$ cat config.mk
export PLATFORM = sky130hd
export DESIGN_NAME = fft_sched_flat
export DESIGN_NICKNAME = d
export VERILOG_FILES = /design/src/rtl/fft_pkg.sv /design/src/rtl/fft_sched_if.sv /design/src/rtl/fft_sched_dly.sv /design/src/rtl/fft_sched.sv /design/src/flat_wrapper.sv
export SDC_FILE = /design/constraint.sdc
export NUM_CORES = 1
export LEC_CHECK = 0
export ABC_AREA = 1
export CAP_MARGIN = 10
export CORE_AREA = 2 2 70 52
export DETAILED_ROUTE_END_ITERATION = 6
export DIE_AREA = 0 0 72 54
export PLACE_DENSITY = 0.71
export SYNTH_ARGS = -nofsm -noshare
export SYNTH_HDL_FRONTEND = slang
export SYNTH_HIERARCHICAL = 1
export SYNTH_SLANG_ARGS = --single-unit
$ cat constraint.sdc
create_clock -name clk_i -period 4.2 [get_ports clk_i]
set_clock_uncertainty 0.1 [all_clocks]
set_input_delay 0.84 -clock clk_i [delete_from_list [all_inputs] [get_ports clk_i]]
set_output_delay 0.84 -clock clk_i [all_outputs]
set_load 0.05 [all_outputs]
$ cat src/rtl/fft_pkg.sv
// rtl/fft_pkg.sv - shared FSM encodings, default sizes and width helpers for fft_sched
package fft_pkg;

  localparam int LOG2_N_DEF   = 4;
  localparam int PIPE_LAT_DEF = 2;

  typedef logic [1:0] state_t;

  localparam state_t ST_IDLE  = 2'd0;
  localparam state_t ST_RUN   = 2'd1;
  localparam state_t ST_DRAIN = 2'd2;
  localparam state_t ST_DONE  = 2'd3;

  // sample-memory address width for a 2**log2n point transform
  function automatic int addr_w(input int log2n);
    return log2n;
  endfunction

  // twiddle ROM index width: N/2 distinct twiddles
  function automatic int tw_w(input int log2n);
    return log2n - 1;
  endfunction

endpackage

$ cat src/rtl/fft_sched_if.sv
// rtl/fft_sched_if.sv - sequencer/datapath control bundle; scale_o exists only with FFT_SCHED_SCALE_EN
interface fft_sched_if #(parameter int LOG2_N = fft_pkg::LOG2_N_DEF);

  localparam int SW = $clog2(LOG2_N) + 1;
  localparam int AW = fft_pkg::addr_w(LOG2_N);
  localparam int TW = fft_pkg::tw_w(LOG2_N);

  logic          start_i;
  logic          busy_o;
  logic          done_o;
  logic [SW-1:0] stage_o;
  logic          rd_en_o;
  logic [AW-1:0] rd_addr_a_o;
  logic [AW-1:0] rd_addr_b_o;
  logic [TW-1:0] tw_idx_o;
  logic          wr_en_o;
  logic [AW-1:0] wr_addr_a_o;
  logic [AW-1:0] wr_addr_b_o;
`ifdef FFT_SCHED_SCALE_EN
  logic          scale_o;
`endif

  modport master (
    input  start_i,
    output busy_o, done_o, stage_o, rd_en_o, rd_addr_a_o, rd_addr_b_o,
           tw_idx_o, wr_en_o, wr_addr_a_o, wr_addr_b_o
`ifdef FFT_SCHED_SCALE_EN
    , output scale_o
`endif
  );

  modport slave (
    output start_i,
    input  busy_o, done_o, stage_o, rd_en_o, rd_addr_a_o, rd_addr_b_o,
           tw_idx_o, wr_en_o, wr_addr_a_o, wr_addr_b_o
`ifdef FFT_SCHED_SCALE_EN
    , input scale_o
`endif
  );

endinterface

$ cat src/rtl/fft_sched_dly.sv
// rtl/fft_sched_dly.sv - fixed-depth delay line for {valid, addr_a, addr_b}; only valids are reset
module fft_sched_dly #(
  parameter int DEPTH = 2,
  parameter int AW    = 4
) (
  input  logic          i_clk,
  input  logic          i_rst,
  input  logic          i_valid,
  input  logic [AW-1:0] i_addr_a,
  input  logic [AW-1:0] i_addr_b,
  output logic          o_valid,
  output logic [AW-1:0] o_addr_a,
  output logic [AW-1:0] o_addr_b
);

  logic [DEPTH-1:0] r_vld;
  logic [AW-1:0]    r_a [DEPTH];
  logic [AW-1:0]    r_b [DEPTH];

  // valid bits: cleared immediately on reset so an aborted transform never writes back
  always_ff @(posedge i_clk or posedge i_rst) begin
    if (i_rst) begin
      r_vld <= '0;
    end else begin
      r_vld[0] <= i_valid;
      for (int i = 1; i < DEPTH; i++) r_vld[i] <= r_vld[i-1];
    end
  end

  // address bits: plain shift, qualified downstream by the valid
  always_ff @(posedge i_clk) begin
    r_a[0] <= i_addr_a;
    r_b[0] <= i_addr_b;
    for (int i = 1; i < DEPTH; i++) begin
      r_a[i] <= r_a[i-1];
      r_b[i] <= r_b[i-1];
    end
  end

  assign o_valid  = r_vld[DEPTH-1];
  assign o_addr_a = r_a[DEPTH-1];
  assign o_addr_b = r_b[DEPTH-1];

endmodule

$ cat src/rtl/fft_sched.sv
// rtl/fft_sched.sv - radix-2 DIT FFT stage/butterfly sequencer with drained write-back; option FFT_SCHED_SCALE_EN
module fft_sched
  import fft_pkg::*;
#(
  parameter int LOG2_N   = LOG2_N_DEF,
  parameter int PIPE_LAT = PIPE_LAT_DEF
) (
  input logic        clk_i,
  input logic        rst_i,
  fft_sched_if.master bus
);

  localparam int SW = $clog2(LOG2_N) + 1;
  localparam int KW = LOG2_N - 1;
  localparam logic [KW-1:0] K_LAST = '1;
  localparam logic [SW-1:0] S_LAST = SW'(LOG2_N - 1);
  localparam logic [2:0]    D_LAST = 3'(PIPE_LAT - 1);

  state_t          r_state;
  logic [SW-1:0]   r_stage;
  logic [KW-1:0]   r_k;
  logic [2:0]      r_dcnt;

  logic              w_rd_en;
  logic [LOG2_N-1:0] w_k_ext;
  logic [LOG2_N-1:0] w_half;
  logic [LOG2_N-1:0] w_mask;
  logic [LOG2_N-1:0] w_pos;
  logic [LOG2_N-1:0] w_a;
  logic [LOG2_N-1:0] w_b;
  logic [KW-1:0]     w_tw;
  logic [LOG2_N-1:0] w_rd_a;
  logic [LOG2_N-1:0] w_rd_b;
  logic              w_wr_vld;
  logic [LOG2_N-1:0] w_wr_a;
  logic [LOG2_N-1:0] w_wr_b;

  // stage walk: RUN issues N/2 butterflies, DRAIN lets the last writes land before the next stage reads
  always_ff @(posedge clk_i or posedge rst_i) begin
    if (rst_i) begin
      r_state <= ST_IDLE;
      r_stage <= '0;
      r_k     <= '0;
      r_dcnt  <= '0;
    end else begin
      case (r_state)
        ST_IDLE: begin
          if (bus.start_i) begin
            r_state <= ST_RUN;
            r_stage <= '0;
            r_k     <= '0;
          end
        end
        ST_RUN: begin
          r_k <= r_k + KW'(1);
          if (r_k == K_LAST) begin
            r_state <= ST_DRAIN;
            r_dcnt  <= '0;
          end
        end
        ST_DRAIN: begin
          if (r_dcnt == D_LAST) begin
            if (r_stage == S_LAST) begin
              r_state <= ST_DONE;
            end else begin
              r_stage <= r_stage + SW'(1);
              r_state <= ST_RUN;
            end
          end else begin
            r_dcnt <= r_dcnt + 3'd1;
          end
        end
        default: r_state <= ST_IDLE;
      endcase
    end
  end

  // butterfly addressing: a = grp*2*half + pos, b = a + half, tw = pos << (LOG2_N-1-s)
  always_comb begin
    w_k_ext = {1'b0, r_k};
    w_half  = LOG2_N'(1) << r_stage;
    w_mask  = w_half - LOG2_N'(1);
    w_pos   = w_k_ext & w_mask;
    w_a     = ((w_k_ext & ~w_mask) << 1) | w_pos;
    w_b     = w_a | w_half;
    w_tw    = w_pos[KW-1:0] << (LOG2_N - 1 - int'(r_stage));
  end

  assign w_rd_en = (r_state == ST_RUN);
  assign w_rd_a  = w_rd_en ? w_a : '0;
  assign w_rd_b  = w_rd_en ? w_b : '0;

  fft_sched_dly #(.DEPTH(PIPE_LAT), .AW(LOG2_N)) u_dly (
    .i_clk    (clk_i),
    .i_rst    (rst_i),
    .i_valid  (w_rd_en),
    .i_addr_a (w_rd_a),
    .i_addr_b (w_rd_b),
    .o_valid  (w_wr_vld),
    .o_addr_a (w_wr_a),
    .o_addr_b (w_wr_b)
  );

  assign bus.busy_o      = (r_state == ST_RUN) || (r_state == ST_DRAIN);
  assign bus.done_o      = (r_state == ST_DONE);
  assign bus.stage_o     = r_stage;
  assign bus.rd_en_o     = w_rd_en;
  assign bus.rd_addr_a_o = w_rd_a;
  assign bus.rd_addr_b_o = w_rd_b;
  assign bus.tw_idx_o    = w_rd_en ? w_tw : '0;
  assign bus.wr_en_o     = w_wr_vld;
  assign bus.wr_addr_a_o = w_wr_vld ? w_wr_a : '0;
  assign bus.wr_addr_b_o = w_wr_vld ? w_wr_b : '0;
`ifdef FFT_SCHED_SCALE_EN
  assign bus.scale_o     = w_wr_vld;
`endif

endmodule

$ cat src/flat_wrapper.sv
// flat-port wrapper written by rule: the top's interface ports become plain ports
module fft_sched_flat import fft_pkg::*;
#(
  parameter int LOG2_N   = LOG2_N_DEF,
  parameter int PIPE_LAT = PIPE_LAT_DEF
)
  (clk_i, rst_i, bus_start_i, bus_busy_o, bus_done_o, bus_stage_o, bus_rd_en_o, bus_rd_addr_a_o, bus_rd_addr_b_o, bus_tw_idx_o, bus_wr_en_o, bus_wr_addr_a_o, bus_wr_addr_b_o);
  fft_sched_if #(.LOG2_N(LOG2_N)) bus_i ();
  input logic clk_i;
  input logic rst_i;
  input wire logic [$bits(bus_i.start_i)-1:0] bus_start_i;
  output wire logic [$bits(bus_i.busy_o)-1:0] bus_busy_o;
  output wire logic [$bits(bus_i.done_o)-1:0] bus_done_o;
  output wire logic [$bits(bus_i.stage_o)-1:0] bus_stage_o;
  output wire logic [$bits(bus_i.rd_en_o)-1:0] bus_rd_en_o;
  output wire logic [$bits(bus_i.rd_addr_a_o)-1:0] bus_rd_addr_a_o;
  output wire logic [$bits(bus_i.rd_addr_b_o)-1:0] bus_rd_addr_b_o;
  output wire logic [$bits(bus_i.tw_idx_o)-1:0] bus_tw_idx_o;
  output wire logic [$bits(bus_i.wr_en_o)-1:0] bus_wr_en_o;
  output wire logic [$bits(bus_i.wr_addr_a_o)-1:0] bus_wr_addr_a_o;
  output wire logic [$bits(bus_i.wr_addr_b_o)-1:0] bus_wr_addr_b_o;
  assign bus_i.start_i = bus_start_i;
  assign bus_busy_o = bus_i.busy_o;
  assign bus_done_o = bus_i.done_o;
  assign bus_stage_o = bus_i.stage_o;
  assign bus_rd_en_o = bus_i.rd_en_o;
  assign bus_rd_addr_a_o = bus_i.rd_addr_a_o;
  assign bus_rd_addr_b_o = bus_i.rd_addr_b_o;
  assign bus_tw_idx_o = bus_i.tw_idx_o;
  assign bus_wr_en_o = bus_i.wr_en_o;
  assign bus_wr_addr_a_o = bus_i.wr_addr_a_o;
  assign bus_wr_addr_b_o = bus_i.wr_addr_b_o;
  fft_sched #(.LOG2_N(LOG2_N), .PIPE_LAT(PIPE_LAT)) u_core (.clk_i(clk_i), .rst_i(rst_i), .bus(bus_i));
endmodule
Word level (Yosys, flattened, before mapping)
Memory sizes are Yosys's and may differ from the RTL's.
Cells that the tools add are included.
{ "word_totals": {"input_bits": 3, "out_inout_bits": 26, "memories": 2, "latchBits": 0, "mem_bits_ro": 0, "ramBits": 16, "wordCells": 57, "register_bits": 13} }
{ "op_classes": {"n_addsub": 5, "n_div": 0, "multipliers": 0, "muxes": 18, "reduce_logical": 9, "n_eq_ne": 11, "shift": 2, "n_lt_le_gt_ge": 0, "bitwise": 5} }
{ "memory_table": {"columns": ["name", "words", "width", "read_ports", "rd_clocked_by_memory_dff", "write_ports", "line_no", "rtl"], "rows": [
  ["u_core.u_dly.r_a", 2, 4, 2, 0, 2, "fft_sched_dly.sv:17", "logic [AW-1:0] r_a [DEPTH];"],
  ["u_core.u_dly.r_b", 2, 4, 2, 0, 2, "fft_sched_dly.sv:18", "logic [AW-1:0] r_b [DEPTH];"]
]} }
{ "ops": {"columns": ["cell", "n"], "rows": [
  ["left shift 3 x 32 -> 3 bit", 1],
  ["2-to-1 mux 3 bit", 6],
  ["case mux 3 bit (2 select lines)", 3],
  ["2-to-1 mux 4 bit", 4],
  ["adder 3 x 1 -> 3 bit, second input constant", 3],
  ["2-to-1 mux 2 bit", 4],
  ["OR 4 bit", 2],
  ["!= test 2 bit, second input constant", 3],
  ["case mux 2 bit (3 select lines)", 1],
  ["AND reduction 3 bit", 2],
  ["nonzero test 2 bit", 3],
  ["bitwise AND 3 x 4 -> 4 bit", 1],
  ["equality test 2 bit, second input constant", 2],
  ["!= test 2 x 1 -> 1 bit, second input constant", 2],
  ["AND reduction 4 bit", 1],
  ["left shift 1 x 3 -> 4 bit, first input constant", 1],
  ["subtractor 2 x 3 -> 4 bit, first input constant", 1],
  ["subtractor 4 x 1 -> 4 bit, second input constant", 1],
  ["bitwise AND 3 bit", 1],
  ["equality test 3 x 1 -> 1 bit, second input constant", 1],
  ["equality test 3 x 2 -> 1 bit, second input constant", 1],
  ["equality test 3 bit, second input constant", 1],
  ["inverter 3 bit", 1],
  ["equality test 2 x 1 -> 1 bit, second input constant", 1],
  ["other kinds (3)", 3]
]} }

Logic depth before layout (Yosys ltp)
Gate-level depths: netlist (run 1).
{ "logic_depth": {"word_depth": 7, "mapped_depth": 8, "mapped_depth_nobuf": 8} }

Hierarchy
Netlist (run 1), hierarchy kept.
{ "modules_own_cells": {"columns": ["module", "instances", "seq_area_each_um2", "cells_per_inst", "area_per_inst_um2"], "rows": [
  ["fft_sched", 1, 275.3, 146, 1008.5],
  ["fft_sched_dly", 1, 370.4, 27, 434.2]
]} }

Worst setup path before layout (run 1)
OpenSTA, ideal clock, no wires.
{ "synth_path": {"path_kind": "register to output", "startpoint": "register u_core.r_state[1]", "endpoint": "output port bus_tw_idx_o[0]", "required_ns": 3.260, "path_stages_with_launch": 6, "slack_ns": 0.878, "arrival_ns": 2.382, "path_buffers": 1, "cell_sequence": "dfrtp_1 inv_1 ha_1 buf_4 inv_2 nor3_1"} }
{ "synth_via": {"elab_chain_len": 2} }
{ "synth_lines": {"columns": ["element", "line_no", "rtl"], "rows": [
  ["start: declaration", "fft_sched.sv:19", "state_t r_state;"],
  ["start signal: assignment", "fft_sched.sv:41", "r_state <= ST_IDLE;"],
  ["start signal: assignment", "fft_sched.sv:49", "r_state <= ST_RUN;"],
  ["start signal: assignment", "fft_sched.sv:57", "r_state <= ST_DRAIN;"],
  ["equality test 2 x 1 -> 1 bit", "fft_sched.sv:89", "assign w_rd_en = (r_state == ST_RUN);"],
  ["named net bus_rd_en_o", "flat_wrapper.sv:15", "output wire logic [$bits(bus_i.rd_en_o)-1:0] bus_rd_en_o;"],
  ["2-to-1 mux 3 bit", "fft_sched.sv:110", "assign bus.tw_idx_o = w_rd_en ? w_tw : '0;"],
  ["end: declaration", "flat_wrapper.sv:18", "output wire logic [$bits(bus_i.tw_idx_o)-1:0] bus_tw_idx_o;"]
]} }
The timed path passes the listed nets, and every way through them passes these cells.

Final worst setup path (run 1)
{ "layout_path": {"startpoint": "register u_core.r_state[1]", "endpoint": "output port bus_tw_idx_o[2]"} }
{ "layout_via": {"elab_chain_len": 2} }
{ "layout_lines": {"columns": ["element", "line_no"], "rows": [
  ["equality test 2 x 1 -> 1 bit", "fft_sched.sv:89"],
  ["2-to-1 mux 3 bit", "fft_sched.sv:110"]
]} }
Every way passes these cells.

==> qor.txt, run 1 <==
Status -> completed
Most common cell in the synthesized netlist -> nand2_1
NetSw -> 604 µW
R2r setup slk -> 2.52 ns
Area occupied by multi-input gates -> 609 µm²
XOR/XNOR share of the synthesized area -> 0%
PD cells -> 737 mW/mm²
Post-Layout Cell Count -> 239
Final setup viols -> 0
Pint -> 732 µW
Startpoint types -> flop
Grt ovf -> 0
Global-route wire length before repair -> 4490 µm
Compound-gate portion of the synthesized area -> 9.11%
Netlist cell types -> 25
CP top delay family -> buffers and inverters
Buf/Inv on CP -> 3
DRT antenna net count -> 0
Post-synth EDFFs -> 0
Max Cap Viol -> 0
H-Tree Level Count -> 2
Avg Cell Area, Syn -> 8.34 µm²
Post-synth ARST share -> 44.8%
Worst Hold End -> u_core/u_dly/r_a[0][6]
Register-to-Register Path Depth -> 5
Clock network fraction of total power -> 19.9%
Maximum vdd drop -> 0.000418 V
Vias in the first global route -> 1,038
Post-route DRC -> 0
DP Cell Count -> 231
Mux contribution to synthesized area -> 0%
Combinational share of power -> 49.1%
Layout area overhead -> 25.7%
Sw Share -> 45.2%
# Post-CTS Setup Buffers -> 0
Die ar. -> 0.00389 mm²
GR Util All Layers -> 15.8%
Final Critical Period -> 3.44 ns
Final Hold Fails -> 0
Clock root cell -> clkbuf_8
Core ar. -> 0.00331 mm²
Final worst path period share -> 82.0%
CP endpoint kind -> output pin
Largest net degree at the start of global routing -> 13
Share of post-route cells with drive strength above 1 -> 9.55%
Syn_nets -> 189
Worst-case clock buffer depth -> 2
Die extent in y -> 54 µm
Initial antenna violation count -> 0
Arr. time, crit path -> 2.50 ns
Clock transition at path regs -> 0.06 ns
Avg Vias per Cell -> 4.72
CTS tree -> built
Final net count -> 214
Hold buffer count at cts -> 0
Wire length per cell -> 10.8 µm
Fmax -> 0.290 GHz
Synth top area share -> 22.5%
Die width -> 72 µm
Crit path max fanout -> 12
Register area -> 646 µm²
Antenna cells -> 0
Mapped Area -> 0.00144 mm²
Reg power frac -> 31.0%
Cts repair resizes -> 0
Critical path startpoint -> u_core/r_state[1]
Worst reg2reg path startpoint -> u_core/r_state[1]
Detail Placement HPWL -> 1930 µm
Total Wirelength -> 2580 µm
GP Congestion -> 0.827
Initial Utilization -> 43.6%
Hold Path Class -> reg2reg
Vias -> 1,127
Critical Path, Cell by Cell -> inv_1, ha_1, inv_2, nor2_1, nand2_1, a21oi_1, clkdlybuf4s50_1
Synth cell count leaders -> 40 x nand2_1, 28 x inv_1, 16 x dfxtp_1, 13 x dfrtp_1, 13 x ha_1
Max incr delay on CP -> 0.81 ns
Fin. max-slew vios -> 0
Top_reg_cell synth -> dfxtp_1
Slew HR -> 66.2%
Critical path's slowest cell -> clkdlybuf4s50_1
Iteration-0 DRC Markers -> 41
P_leak -> 0.000890 µW
Fillers -> 323
Synth area leaders -> dfrtp_1 23%, dfxtp_1 22%, ha_1 11%
Clk sinks -> 29
Clock Latency Late Sink -> 0.28 ns
Setup_tns -> 0 ns
WS Path Type -> reg2out
Min-delay src -> u_core/u_dly/r_a[0][2]
Yosys reg bits -> 29
TritonCTS Buffers -> 5
Largest family of logic cells by synthesized area -> simple AND/OR/NAND/NOR gates
Hold Path Cell Cnt -> 0
Synth Area in Simple Gates -> 21.9%
Critical Path RT -> 3.26 ns
Ports -> 29
Overall power -> 1340 µW
# rows -> 18
Yosys top cell by area -> dfrtp_1
Sequential share of the synthesized area -> 44.8%
RSZ-0062 raised after global routing -> false
Synth Area in Adders -> 11.3%
Critical R2R Capture -> u_core/r_k[0]
I/O Buffers -> 28
YS warnings -> 6
Gate Count Post-Synth -> 173
Pre-antenna DRT Iters -> 4
Slew @ Worst Pin -> 0.506 ns
area by class of cell:
class	count	area share (%)
Sequential cell	29	35.6
Multi-Input combinational cell	103	33.6
Timing Repair Buffer	28	15.5
Inverter	31	6.42
Clock buffer	8	6.14
Tap cell	40	2.76
placed cells by master, fill, tap and decap left out, types with 2 or more instances in the layout:
| cell type | n |
|---|---|
| inv_2 | 3 |
| nand3_1 | 11 |
| nand2_2 | 4 |
| dfxtp_1 | 16 |
| nor2_4 | 2 |
| ha_1 | 13 |
| dfrtp_1 | 13 |
| a21oi_1 | 5 |
| nor3_1 | 2 |
| nor2_1 | 7 |
| nand2_1 | 40 |
| clkdlybuf4s50_1 | 28 |
| clkbuf_8 | 6 |
| nand4_1 | 2 |
| inv_1 | 28 |
| o21ai_1 | 7 |
| o21ai_0 | 2 |
state kept, by name, indices dropped and copies added (netlist names):
signal              count
u_core/r_k              3
u_core/u_dly/r_b        8
u_core/r_dcnt           3
u_core/r_state          2
u_core/u_dly/r_vld      2
u_core/bus.stage_o      3
u_core/u_dly/r_a        8
per-layer routing:
metal / track usage (%) / part of all wire (%)
met5: 0 / 0
met4: 8.49 / 1.5
met3: 5.06 / 5.7
met2: 26.9 / 46
met1: 18.3 / 47
power groups by stage:
stage / clock, µW / sequential (µW) / combinational, µW
6_report: 266 / 413 / 656
5_1_grt: 288 / 427 / 715
4_1_cts: 277 / 414 / 661
3_5_place_dp: 0 / 419 / 656
3_3_place_gp: 0 / 417 / 652
2_1_floorplan: 0 / 431 / 504
worst max path at each step:
stage | depth (start not counted) | end
finish | 7 | bus_tw_idx_o[2]
global route | 7 | bus_tw_idx_o[2]
CTS | 7 | bus_tw_idx_o[2]
detailed placement | 7 | bus_tw_idx_o[2]
global placement | 7 | bus_tw_idx_o[2]
floorplan | 5 | bus_tw_idx_o[0]
metrics by stage:
step                util (%)  worst slack, ns  cell area (µm²)  hold slack [ns]
CTS                     54.8            0.727             1810            0.227
global route            54.8            0.555             1810            0.229
floorplan                  -            0.878             1440            0.210
detailed placement      51.4             1.03             1700            0.212
finish                  54.8            0.757             1810            0.224
global placement        51.4             1.05             1700            0.210
cells by family (layout without fill, tap and decap cells):
group | Yosys count | count (layout)
buf+inv | 41 | 67
simple gates | 70 | 70
compound gates | 20 | 20
flops | 29 | 29
fa+ha+maj | 13 | 13
(Power assumes the default switching activity.)
==> run 2, diff against run 1 <==
Settings changed: CORE_AREA 2 2 70 52 to 2 2 71 53, DIE_AREA 0 0 72 54 to 0 0 73 55, PLACE_DENSITY 0.71 to 0.72.
Clock period 4.2 ns to 2.8 ns, I/O delays scaled along.
==> qor.txt, run 2 (synthesis gave the netlist of run 1 again) <==
Most common cell after layout, fill and taps aside -> nand2_1
RSZ-0062 raised after global routing -> false
Crit path max fanout -> 8
Startpoint types -> flop
DRT antenna net count -> 0
Avg Vias per Cell -> 4.64
Fin. max-slew vios -> 0
Initial antenna violation count -> 0
I/O Buffers -> 28
Vias -> 1,113
Iteration-0 DRC Markers -> 64
Largest net degree at the start of global routing -> 12
Final Hold Fails -> 0
CP endpoint kind -> output pin
DP Cell Count -> 232
Worst reg2reg path startpoint -> u_core/bus.stage_o[0]
Setup_tns -> 0 ns
Maximum vdd drop -> 0.000786 V
Layout area overhead -> 34.0%
Pint -> 1200 µW
P_leak -> 0.000948 µW
Most frequent cells in the layout -> 40 x nand2_1, 28 x inv_1, 16 x clkdlybuf4s50_1, 16 x dfxtp_1
Post-Layout Cell Count -> 240
Design area -> 0.00193 mm²
Biggest regs -> u_core/u_dly/r_a: 8 flops, u_core/u_dly/r_b: 8 flops
Die extent in y -> 55 µm
PD cells -> 1110 mW/mm²
Slew HR -> 66.8%
Critical R2R Capture -> u_core/u_dly/r_b[0][3]
Share of post-route cells with drive strength above 1 -> 17.5%
H-Tree Level Count -> 2
GR Util All Layers -> 16.5%
Hold Path Cell Cnt -> 0
Detail Placement HPWL -> 2030 µm
Critical Path RT -> 2.14 ns
Antenna cells -> 0
Min-delay src -> u_core/u_dly/r_a[0][1]
NetSw -> 943 µW
# Post-CTS Setup Buffers -> 0
Fmax -> 0.385 GHz
Status -> completed
Final worst path period share -> 92.8%
Arr. time, crit path -> 1.94 ns
Final core utilization -> 57.6%
Pre-antenna DRT Iters -> 4
Post-route DRC -> 0
Final setup viols -> 0
Slew @ Worst Pin -> 0.496 ns
Combinational share of power -> 50.0%
Global-route wire length before repair -> 4890 µm
Clock Latency Late Sink -> 0.28 ns
Hold buffer count at cts -> 0
GP Congestion -> 0.870
Register-to-Register Path Depth -> 7
Initial Utilization -> 43.0%
WS Path Type -> reg2out
Die ar. -> 0.00402 mm²
Clock root cell -> clkbuf_8
Grt ovf -> 0
Clk sinks -> 29
Final Critical Period -> 2.60 ns
Ports -> 29
Reg power frac -> 29.3%
Die width -> 73 µm
Max Cap Viol -> 0
Clock network fraction of total power -> 20.8%
Final net count -> 215
TritonCTS Buffers -> 5
Core ar. -> 0.00336 mm²
Worst Hold End -> u_core/u_dly/r_a[0][5]
Total Wirelength -> 2690 µm
Cts repair resizes -> 0
Worst-case clock buffer depth -> 2
Sw Share -> 44.1%
# rows -> 18
Vias in the first global route -> 1,079
Wire length per cell -> 11.2 µm
Clock transition at path regs -> 0.07 ns
CTS tree -> built
R2r setup slk -> 1.11 ns
Hold Path Class -> reg2reg
Placement-stage cell area -> 0.00182 mm²
-- run 2: cell count changes in the layout (fill, tap and decap cells not counted), sizes merged --
| cell | change |
|---|---|
| bufinv | +1 |
| clkdlybuf4s50 | -12 |
| clkbuf | -1 |
| buf | +13 |
-- run 2: worst max-delay path: stages, from the launching register on --
cell	delay, ns
dfrtp_1	0.50
inv_1	0.16
ha_1	0.25
inv_1	0.06
nand2_1	0.07
nand2_1	0.08
nand2_1	0.07
o21ai_1	0.29
buf_12	0.18
-- run 2: worst max path at each step --
stage	to	startpoint	slack [ns]
floorplan	bus_rd_addr_b_o[3]	u_core/bus.stage_o[0]	0.01
global placement	bus_rd_addr_b_o[3]	u_core/bus.stage_o[0]	0.59
detailed placement	bus_rd_addr_b_o[3]	u_core/bus.stage_o[0]	0.53
CTS	bus_rd_addr_b_o[3]	u_core/bus.stage_o[0]	0.21
global route	bus_rd_addr_b_o[3]	u_core/bus.stage_o[0]	0.03
finish	bus_rd_addr_b_o[3]	u_core/bus.stage_o[0]	0.20
-- run 2: per-stage QoR --
step                setup slack [ns]  hold slack, ns  total power [µW]
finish                         0.201           0.226              2140
CTS                            0.208           0.227              2160
global route                  0.0339           0.229              2290
global placement               0.588           0.210              1690
detailed placement             0.528           0.212              1700
floorplan                     0.0126           0.201              1410
-- run 2: power groups by stage --
stage / sequential (µW) / clock [µW] / combinational, µW
after floorplan: 646 / 0 / 762
after global routing: 646 / 471 / 1170
after detailed placement: 634 / 0 / 1070
after CTS: 626 / 454 / 1080
final: 626 / 444 / 1070
after global placement: 625 / 0 / 1060
-- run 2: layout make-up --
| type | count | area, µm² |
|---|---|---|
| fill | 299 | 1420 |
| sequential | 29 | 646 |
| multi-input combinational | 103 | 622 |
| timing repair buffer | 29 | 383 |
| inverter | 31 | 116 |
| clock buffer | 7 | 86.3 |
| tap | 40 | 50.0 |
| clock inverter | 1 | 30.0 |
-- run 2: per-layer routing --
layer | global-route usage (%) | vias to the layer above | wire (µm)
met2 | 26.1 | 37 | 1190
met1 | 21.0 | 486 | 1320
met5 | 0 | - | 0
met3 | 4.53 | 5 | 141
li1 | - | 585 | -
met4 | 8.33 | 0 | 34
==> RTL edit 1, RTL diff (settings of run 2) <==
Make the reset (`i_rst` and `rst_i`) synchronous in 2 clocked blocks.
--- a/src/rtl/fft_sched_dly.sv
+++ b/src/rtl/fft_sched_dly.sv
@@ -18,7 +18,7 @@
   logic [AW-1:0]    r_b [DEPTH];
 
   // valid bits: cleared immediately on reset so an aborted transform never writes back
-  always_ff @(posedge i_clk or posedge i_rst) begin
+  always_ff @(posedge i_clk) begin
     if (i_rst) begin
       r_vld <= '0;
     end else begin
--- a/src/rtl/fft_sched.sv
+++ b/src/rtl/fft_sched.sv
@@ -36,7 +36,7 @@
   logic [LOG2_N-1:0] w_wr_b;
 
   // stage walk: RUN issues N/2 butterflies, DRAIN lets the last writes land before the next stage reads
-  always_ff @(posedge clk_i or posedge rst_i) begin
+  always_ff @(posedge clk_i) begin
     if (rst_i) begin
       r_state <= ST_IDLE;
       r_stage <= '0;
Formal check against the unedited RTL: differs if rst_i is asserted again (counterexample within 4 cycles, from zero or initial values and one cycle with rst_i high); with rst_i held inactive, the same outputs for 10 cycles.
==> RTL edit 1 against run 2 <==
Sequential cell count stayed put; area after synthesis is 1.2% lower; count of clock-buffer cells in the layout is 2 lower; setup slack worse by 63 ps; total power is 10% lower; non-clock buffer count is 1 lower; final area is 0.58% higher; wire length is 2.0% higher; critical endpoint is now bus_rd_en_o; highest routed layer unchanged.
==> RTL edit 1: results (changes against run 2) <==
[metrics] result of the run: finished, final reports clean
[metrics] met2 capacity usage during global routing: 23.1% (-3.0 points)
[metrics] Area contributors post-synth: sky130_fd_sc_hd__dfxtp_1 41%, sky130_fd_sc_hd__nand2_1 13%, sky130_fd_sc_hd__ha_1 12%
[metrics] Comb power: 0.854 mW (-20%)
[metrics] HPWL after detailed placement: 2050 µm (+0.98%)
[metrics] synth unique cells: 19 (-24%)
[metrics] async set-reset flop share out of synthesis: 0% (-45 points)
[metrics] share of the yosys chip area belonging to registers: 40.7% (-4.0 points)
[metrics] static power due to leakage: 0.932 nW (-1.8%)
[metrics] routed wirelength normalized by instance count: 10.5 µm (-6.2%)
[metrics] ratio of cells with drive above 1 in the final layout: 18.1% (+0.60 points)
[metrics] met1 wire length: 1340 µm (+1.7%)
[metrics] synthesized-area fraction occupied by ao, oa, aoi and oai cells: 6.94% (-2.2 points)
[metrics] non-filler cells in the finished layout: 261 (+8.8%)
[metrics] share of final layout cell area taken by non-clock buffers: 18.1% (-1.7 points)
[metrics] Worst Hold Endpoint: u_core/u_dly/r_a[0][7]
[metrics] final standard cell utilization of the core: 57.9% (+0.34 points)
[metrics] worst voltage drop across the vdd grid: 0.714 mV (-9.1%)
[metrics] area of the multi-input gates: 702 µm² (+13%)
[metrics] final weighted congestion in routability-driven placement: 0.841 (-3.4%)
[metrics] DP Cell Count: 253 (+9.1%)
[metrics] WL met3: 180 µm (+28%)
[metrics] global-route track usage on met3: 5.62% (+1.1 points)
[metrics] Worst path top cell family by delay: buffers and inverters
[metrics] number of cell instances on the worst register-to-register path: 9 (+2)
[metrics] net switching power: 0.800 mW (-15%)
[metrics] Cell Int Power: 1.11 mW (-6.8%)
RTL edit 1: cell types whose count changed in the layout (fill, tap and decap cells not counted), moves of 4 or more:
cell                      change
sky130_fd_sc_hd__dfxtp_1     +11
sky130_fd_sc_hd__a21oi_1      +4
sky130_fd_sc_hd__nor2_1      +18
sky130_fd_sc_hd__nand2_1      +9
sky130_fd_sc_hd__o21ai_1      -5
sky130_fd_sc_hd__dfrtp_1     -13
sky130_fd_sc_hd__nand3_1      -5
RTL edit 1: worst max path at each step:
stage | from | end | slack, ps | cells after the start
global route | u_core/bus.stage_o[0] | bus_tw_idx_o[2] | 30 | 10
floorplan | u_core/bus.stage_o[1] | bus_tw_idx_o[1] | -30 | 9
global placement | u_core/bus.stage_o[0] | bus_tw_idx_o[2] | 390 | 10
finish | u_core/r_state[0] | bus_rd_en_o | 140 | 2
CTS | u_core/bus.stage_o[0] | bus_tw_idx_o[2] | 20 | 10
detailed placement | u_core/bus.stage_o[0] | bus_tw_idx_o[2] | 340 | 10
==> RTL edit 2, RTL diff (flow settings as in run 2) <==
Without the edit above. Change the package constant `LOG2_N_DEF` from 4 to 3.
--- a/src/rtl/fft_pkg.sv
+++ b/src/rtl/fft_pkg.sv
@@ -1,7 +1,7 @@
 // rtl/fft_pkg.sv - shared FSM encodings, default sizes and width helpers for fft_sched
 package fft_pkg;
 
-  localparam int LOG2_N_DEF   = 4;
+  localparam int LOG2_N_DEF   = 3;
   localparam int PIPE_LAT_DEF = 2;
 
   typedef logic [1:0] state_t;
Ports: changed (5 resized); port bits go from 29 to 24. The function was not compared with the original's and may differ.
==> RTL edit 2 against run 2 <==
Global-route usage is 4.0 points lower; sequential cell count is 5 lower; wire length is 18% lower; area after synthesis is 17% lower; setup slack better by 20 ps; total power is 12% lower; final cell count is 14% lower; non-clock buffer count is 5 lower; largest power group unchanged; maximum frequency is 0.77% higher; final area is 18% lower.
==> RTL edit 2: results (changes against run 2) <==
[metrics] result of the run: finished, final reports clean
[metrics] static power due to leakage: 0.791 nW (-17%)
[metrics] power per unit of standard cell area: 1180 nW/µm² (+6.8%)
[metrics] GR Util All Layers: 12.5% (-4.0 points)
[metrics] Area contributors post-synth: sky130_fd_sc_hd__dfrtp_1 25%, sky130_fd_sc_hd__dfxtp_1 20%, sky130_fd_sc_hd__nand2_1 12%
[metrics] setup slack of the most critical reg-to-reg path: 1160 ps (+50 ps)
[metrics] Tightest Pin Transition: 499 ps (+2.85 ps)
[metrics] RR Startpoint: u_core/r_state[0]
[metrics] Initial DRC Count: 24 (-63%)
[metrics] net switching share of the total power: 47.6% (+3.5 points)
[metrics] DP Cell Count: 203 (-13%)
[metrics] clock-pin slew on the worst setup and hold paths: 90 ps (+20 ps)
[metrics] synth unique cells: 21 (-16%)
[metrics] largest fanout of any net on the critical path: 7 (-1)
[metrics] async set-reset flop share out of synthesis: 50.0% (+5.2 points)
[metrics] Post-Syn Area per Cell: 8.24 µm² (-1.2%)
[metrics] Final Net Count: 182 (-15%)
[metrics] worst setup slack after placement: 506 ps (-22.7 ps)
[metrics] top post-synthesis cells by count: 38 x sky130_fd_sc_hd__nand2_1, 21 x sky130_fd_sc_hd__inv_1, 12 x sky130_fd_sc_hd__dfrtp_1, 12 x sky130_fd_sc_hd__dfxtp_1, 11 x sky130_fd_sc_hd__ha_1
[metrics] H-tree Lvls: 1 (-1)
[metrics] routed wirelength normalized by instance count: 10.7 µm (-4.6%)
[metrics] worst min-delay path category: flop to flop
[metrics] Fill cells: 327 (+9.4%)
[metrics] count of buffers inserted at the top-level ports: 23 (-18%)
[metrics] clock network power: 0.262 mW (-41%)
[metrics] non-filler cells in the finished layout: 207 (-14%)
[metrics] post-place instance area: 1530 µm² (-16%)
[metrics] largest registers in the final layout: u_core/u_dly/r_a x6, u_core/u_dly/r_b x6
[metrics] arrival time at the worst endpoint: 1920 ps (-20 ps)
[metrics] Worst path top cell family by delay: simple AND/OR/NAND/NOR gates
[metrics] ratio of cells with drive above 1 in the final layout: 16.8% (-0.73 points)
[metrics] final weighted congestion in routability-driven placement: 0.803 (-7.6%)
[metrics] maximum number of pins on one net before global-route repair: 15 (+3)
[metrics] Worst R2R End: u_core/r_state[0]
[metrics] area share of fa/ha/maj cells after synthesis: 11.5% (+0.24 points)
[metrics] post-synth net total: 159 (-16%)
[metrics] synthesized-area fraction occupied by ao, oa, aoi and oai cells: 5.03% (-4.1 points)
[metrics] worst voltage drop across the vdd grid: 0.892 mV (+13%)
[metrics] power of the sequential group: 0.540 mW (-14%)
[RTL edit 2: cell count changes after synthesis, sizes merged, moves of 2 or more]
cell	run 2	this run
buf	9	6
inv	31	24
nor3	2	0
a21oi	6	3
dfxtp	16	12
nand3	11	9
ha	13	11
o21ai	10	6
o31ai	0	2
[RTL edit 2: cell families after synthesis]
| family | count (synthesis) |
|---|---|
| and+or+nand+nor | 69 |
| AOI/OAI and AO/OA | 11 |
| buffers and inverters | 30 |
| DFF | 24 |
| adders and majority gates | 11 |
[RTL edit 2: cell type report]
type	instances	share of cell area, %
multi-input cells	91	34.0
well taps	40	3.14
flip-flops and latches	24	33.9
inverters	24	5.65
repair buffers	24	19.2
clock buffers	4	4.16
[RTL edit 2: routing by layer]
layer	routed length, µm	track usage [%]	vias to the layer above
li1	-	-	488
met1	1100	15.5	422
met5	0	0	-
met2	1010	22.2	30
met4	6	0.926	0
met3	92	4.35	4
